==> src/rtl/btn_debounce_array.sv <==
// rtl/btn_debounce_array.sv - multi-channel button synchroniser, debouncer, edge/long-press/auto-repeat detector
// Optional feature macro: BTN_DEBOUNCE_REPEAT_EN (builds the repeat counters and btn_rpt; otherwise btn_rpt is 0).
module btn_debounce_array #(
   parameter int              N_CH          = 5,
   parameter int              STABLE_CYCLES = 250000,
   parameter int              LONG_CYCLES   = 100000000,
   parameter int              REPEAT_CYCLES = 20000000,
   parameter logic [N_CH-1:0] INV_MASK      = {N_CH{1'b0}}
) (
   input  logic            clk,
   input  logic            rst_n,
   input  logic [N_CH-1:0] btn_in,
   output logic [N_CH-1:0] btn_db,
   output logic [N_CH-1:0] btn_rise,
   output logic [N_CH-1:0] btn_fall,
   output logic [N_CH-1:0] btn_long,
   output logic [N_CH-1:0] btn_rpt
);

   localparam int SW = $clog2(STABLE_CYCLES);
   localparam int HW = $clog2(LONG_CYCLES);
   localparam logic [SW-1:0] STABLE_LAST = SW'(STABLE_CYCLES - 1);
   localparam logic [HW-1:0] HOLD_LAST   = HW'(LONG_CYCLES - 1);
`ifdef BTN_DEBOUNCE_REPEAT_EN
   localparam int RW = $clog2(REPEAT_CYCLES);
   localparam logic [RW-1:0] RPT_LAST = RW'(REPEAT_CYCLES - 1);
`endif

   typedef enum logic [1:0] {
      IDLE  = 2'd0,
      PRESS = 2'd1,
      LONG  = 2'd2
   } state_t;

   genvar i;
   generate
      for (i = 0; i < N_CH; i++) begin : g_ch
         logic          raw;
         logic          sync0;
         logic          sync1;
         logic [SW-1:0] db_cnt;
         logic          db_q;
         logic          rise_q;
         logic          fall_q;
         logic          db_flip;
         logic [HW-1:0] hold_cnt;
         state_t        state;
         state_t        state_nxt;
         logic          long_o;
         logic          rpt_o;

         // Active-low buttons are folded to active-high before synchronising.
         assign raw = btn_in[i] ^ INV_MASK[i];

         // The debounced level changes on this edge: sync1 has differed for the full window.
         assign db_flip = (sync1 != db_q) && (db_cnt == STABLE_LAST);

         // Two-flop synchroniser for the asynchronous pin.
         always_ff @(posedge clk or negedge rst_n) begin
            if (!rst_n) begin
               sync0 <= 1'b0;
               sync1 <= 1'b0;
            end else begin
               sync0 <= raw;
               sync1 <= sync0;
            end
         end

         // Stability counter; any sample matching the current level restarts the window.
         always_ff @(posedge clk or negedge rst_n) begin
            if (!rst_n) begin
               db_cnt <= '0;
               db_q   <= 1'b0;
               rise_q <= 1'b0;
               fall_q <= 1'b0;
            end else begin
               rise_q <= 1'b0;
               fall_q <= 1'b0;
               if (sync1 == db_q) begin
                  db_cnt <= '0;
               end else if (db_cnt == STABLE_LAST) begin
                  db_cnt <= '0;
                  db_q   <= sync1;
                  rise_q <= sync1;
                  fall_q <= ~sync1;
               end else begin
                  db_cnt <= db_cnt + SW'(1);
               end
            end
         end

         // Press-state register.
         always_ff @(posedge clk or negedge rst_n) begin
            if (!rst_n) begin
               state <= IDLE;
            end else begin
               state <= state_nxt;
            end
         end

         // Next state; a release on the long-press edge takes priority over entering LONG.
         always_comb begin
            state_nxt = state;
            case (state)
               IDLE: begin
                  if (db_flip) begin
                     state_nxt = PRESS;
                  end
               end
               PRESS: begin
                  if (db_flip) begin
                     state_nxt = IDLE;
                  end else if (hold_cnt == HOLD_LAST) begin
                     state_nxt = LONG;
                  end
               end
               LONG: begin
                  if (db_flip) begin
                     state_nxt = IDLE;
                  end
               end
               default: state_nxt = IDLE;
            endcase
         end

         // Hold time since the debounced rise; parks at its last value instead of wrapping.
         always_ff @(posedge clk or negedge rst_n) begin
            if (!rst_n) begin
               hold_cnt <= '0;
            end else if (state == IDLE) begin
               hold_cnt <= '0;
            end else if (hold_cnt != HOLD_LAST) begin
               hold_cnt <= hold_cnt + HW'(1);
            end
         end

`ifdef BTN_DEBOUNCE_REPEAT_EN
         logic [RW-1:0] rpt_cnt;

         // Repeat phase: zero on entry to LONG, wraps every REPEAT_CYCLES while held.
         always_ff @(posedge clk or negedge rst_n) begin
            if (!rst_n) begin
               rpt_cnt <= '0;
            end else if (state != LONG) begin
               rpt_cnt <= '0;
            end else if (rpt_cnt == RPT_LAST) begin
               rpt_cnt <= '0;
            end else begin
               rpt_cnt <= rpt_cnt + RW'(1);
            end
         end

         // Outputs decoded from state; a repeat pulse fires whenever the phase is zero.
         always_comb begin
            long_o = (state == LONG);
            rpt_o  = (state == LONG) && (rpt_cnt == '0);
         end

         assign btn_rpt[i] = rpt_o;
`else
         // Outputs decoded from state; no auto-repeat in this build.
         always_comb begin
            long_o = (state == LONG);
            rpt_o  = 1'b0;
         end
`endif

         assign btn_db[i]   = db_q;
         assign btn_rise[i] = rise_q;
         assign btn_fall[i] = fall_q;
         assign btn_long[i] = long_o;
      end
   endgenerate

`ifndef BTN_DEBOUNCE_REPEAT_EN
   // REPEAT_CYCLES has no effect in this build; the expression folds to all zeros.
   assign btn_rpt = {N_CH{1'b0}} & {N_CH{REPEAT_CYCLES > 1}};
`endif

endmodule

==> config.mk <==
export PLATFORM = sky130hd
export DESIGN_NAME = btn_debounce_array
export DESIGN_NICKNAME = d
export VERILOG_FILES = /design/src/rtl/btn_debounce_array.sv
export SDC_FILE = /design/constraint.sdc
export NUM_CORES = 1
export LEC_CHECK = 0
export ABC_AREA = 1
export CORE_MARGIN = 10
export CORE_UTILIZATION = 40
export DETAILED_ROUTE_END_ITERATION = 6
export PLACE_DENSITY = 0.56
export SLEW_MARGIN = 25
export SYNTH_ARGS = -nofsm -noshare
export SYNTH_HDL_FRONTEND = slang
export SYNTH_SLANG_ARGS = --single-unit
==> constraint.sdc <==
create_clock -name clk -period 1.6 [get_ports clk]
set_input_delay 0.32 -clock clk [delete_from_list [all_inputs] [get_ports clk]]
set_output_delay 0.32 -clock clk [all_outputs]
set_load 0.1 [all_outputs]
==> results.tsv <==
metric	value	unit
status	finished, violations left	
violations	setup timing	
nets	2426	
drive_above_1_share	12.94	%
hold_path_class	input pin to register	
grt_pass1_vias	13690	
drtIter0Drc	719	
worst_slack	-0.1578	ns
worst_pin_slew	0.6607	ns
synth_top_cell_by_area	dfrtp_1	
final_area	18410	µm²
p_leak	8.059	nW
synth_area	15590	µm²
finalSetupViolCount	5	
synth_top_area_share	41.73	%
grt_pass1_wl	65480	µm
final_hold_viol_count	0	
synth_most_common_cell	nand2_1	
hold_ws	0.1666	ns
io-pin-count	32	
start_util	40.43	%
drc_errors	0	
critPathRequiredTime	1.28	ns
rrSetupSlack	0.06	ns
critical_path_arrival	1.44	ns
diodes	0	
die_y	217.4	µm
clkTransAtPathRegs	0.06	ns
placed_area	16970	µm²
gr-total-overflow	0	
cts_tree	yes	
clockBufferDepth	3	
cts-root-buf	clkbuf_16	
firstDrtPassIters	6	
grt_util_all_layers	16.17	%
clock_skew	0.01291	ns
seq_area_frac_synth	41.73	%
end_kind	output port	
gp_congestion	0.9273	
synth.distinct_cells	44	
ys_warn_count	0	
routed_wirelength	38100	µm
ys.flop_type	dfrtp_1	
period_minus_slack	1.758	ns
drtAntennaViolNets	0	
fp.dieW	217.4	µm
timing.fmax	0.5689	GHz
start_kind	register	
clock-sinks	260	
whs_endpoint	g_ch[3].sync0	
ctsHtreeMaxLevel	1	
syn_inst	2307	
antenna_found_initial	0	
wl_per_cell	12.91	µm
hold_path_depth	1	
reg2reg_to	g_ch[1].hold_cnt[0]	
rows	72	
regToRegStartpoint	g_ch[1].hold_cnt[1]	
synth_edf_count	0	
period_share	109.9	%
async_flop_share	100.0	%
ys_ff_latch	260	
cts_made_buffers	31	
worst-path-max-fanout	2	
vias_per_cell	4.738	
grt_max_degree	48	
synthTopCellsByCount	nand2_1, nor2_1, dfrtp_1	
slew_headroom	55.90	%
dieArea	47270	µm²
ir_drop	789.0	µV
num_vias	13990	
setup-tns-final	-0.3898	ns
min_from	btn_in[3]	
core_area	38560	µm²
insertion_delay	0.59	ns
dpl.hpwl	28650	µm
timing_max_transition_violations_final	0	
syn_area_per_cell	6.758	µm²
numPortBuffers	26	
area_growth_syn_to_layout	18.07	%
ys_top_cells_by_area	dfrtp_1, nand2_1, nor2_1	
max_cap_viol_count	0	
path_class	register to output port	
rsz0062_at_grt	true	
ff2ff_path_depth	10	
power_density	800.2	nW/µm²
==> cells in the final DEF, fill, tap and decap left out, types with 7 or more instances in the layout <==
| cell type | count |
|---|---|
| xor2_1 | 48 |
| o21ai_1 | 10 |
| nand2_2 | 17 |
| nand2_1 | 697 |
| nand4_1 | 15 |
| clkinvlp_4 | 7 |
| nor2_1 | 534 |
| nand3_2 | 10 |
| inv_2 | 27 |
| a21oi_1 | 28 |
| buf_4 | 72 |
| or2_2 | 27 |
| clkbuf_8 | 7 |
| nand3_1 | 193 |
| clkbuf_16 | 31 |
| nor2_4 | 18 |
| nor3_1 | 33 |
| nor2_2 | 37 |
| o21ai_0 | 15 |
| dfrtp_1 | 257 |
| inv_1 | 220 |
| nand2_4 | 8 |
| buf_12 | 26 |
| xnor2_1 | 16 |
==> logic make-up after synthesis <==
group / synth area share (%)
AND/OR/NAND/NOR: 43.98
AO/OA/AOI/OAI: 2.119
flip-flops: 41.73
adder cells (fa/ha/maj): 0.8026
buffers and inverters: 7.745
XOR/XNOR: 3.595
other: 0.02405
==> worst max path at each step <==
stage | from | to | cells after the start
detailed placement | g_ch[1].hold_cnt[0] | g_ch[1].hold_cnt[0] | 10
global route | g_ch[2].state[1] | btn_long[2] | 4
global placement | g_ch[0].hold_cnt[0] | g_ch[0].hold_cnt[14] | 6
CTS | g_ch[2].state[0] | btn_long[2] | 3
finish | g_ch[2].state[1] | btn_long[2] | 4
floorplan | g_ch[2].hold_cnt[0] | g_ch[2].hold_cnt[0] | 10
==> area by class of cell <==
type                    instances  area (µm²)
inverters                     251       950.9
flip-flops and latches        260        6510
clock buffers                  42       887.1
repair buffers                105        1136
fillers                      3933       20150
well taps                     518       648.1
clock inverters                16       245.2
multi-input cells            1760        8029
==> worst max-delay path, cell delays in order, from the launching register on <==
cell     delay [ns]
dfrtp_1        0.34
inv_1          0.04
nor2_1         0.12
buf_4          0.16
buf_12         0.17
==> through the flow <==
step           worst slack [ns]  instances  power (W)  util, %
6_report                -0.1578       2952    0.01473    47.74
3_3_place_gp            0.08192       2873   0.007177    44.01
5_1_grt                 -0.2071       2952    0.01528    47.74
3_5_place_dp            0.05162       2873   0.007183    44.01
2_1_floorplan            0.1196       2311   0.006930        -
4_1_cts                 -0.2174       2935    0.01502    47.12
==> flip-flops by register name (all words and copies together) (netlist names) <==
signal         cells
g_ch.hold_cnt    135
g_ch.db_cnt       90
g_ch.state        10
g_ch.db_q          5
g_ch.fall_q        5
g_ch.rise_q        5
g_ch.sync0         5
g_ch.sync1         5
==> timing repair <==
action                                  CTS  global route
buffers inserted                          8            17
resized for setup                        13            36
endpoints found under the setup margin   10            80
pin swaps                                 5             7
endpoints found under the hold margin    36             0
hold buffers                              1             0
==> power by group <==
| part | total (W) | switching (W) | internal (W) |
|---|---|---|---|
| Sequential | 0.00665 | 0.0000273 | 0.00662 |
| Combinational | 0.000406 | 0.000296 | 0.000110 |
| Clock | 0.00768 | 0.00297 | 0.00471 |
==> per-layer routing <==
layer	GRT usage, %	routed length (µm)	vias to the layer above
li1	-	-	7289
met1	20.88	17850	6452
met4	4.102	781	0
met3	2.136	1209	53
met2	27.96	18260	194
met5	0	0	-
Power figures use the tool's default switching activity.
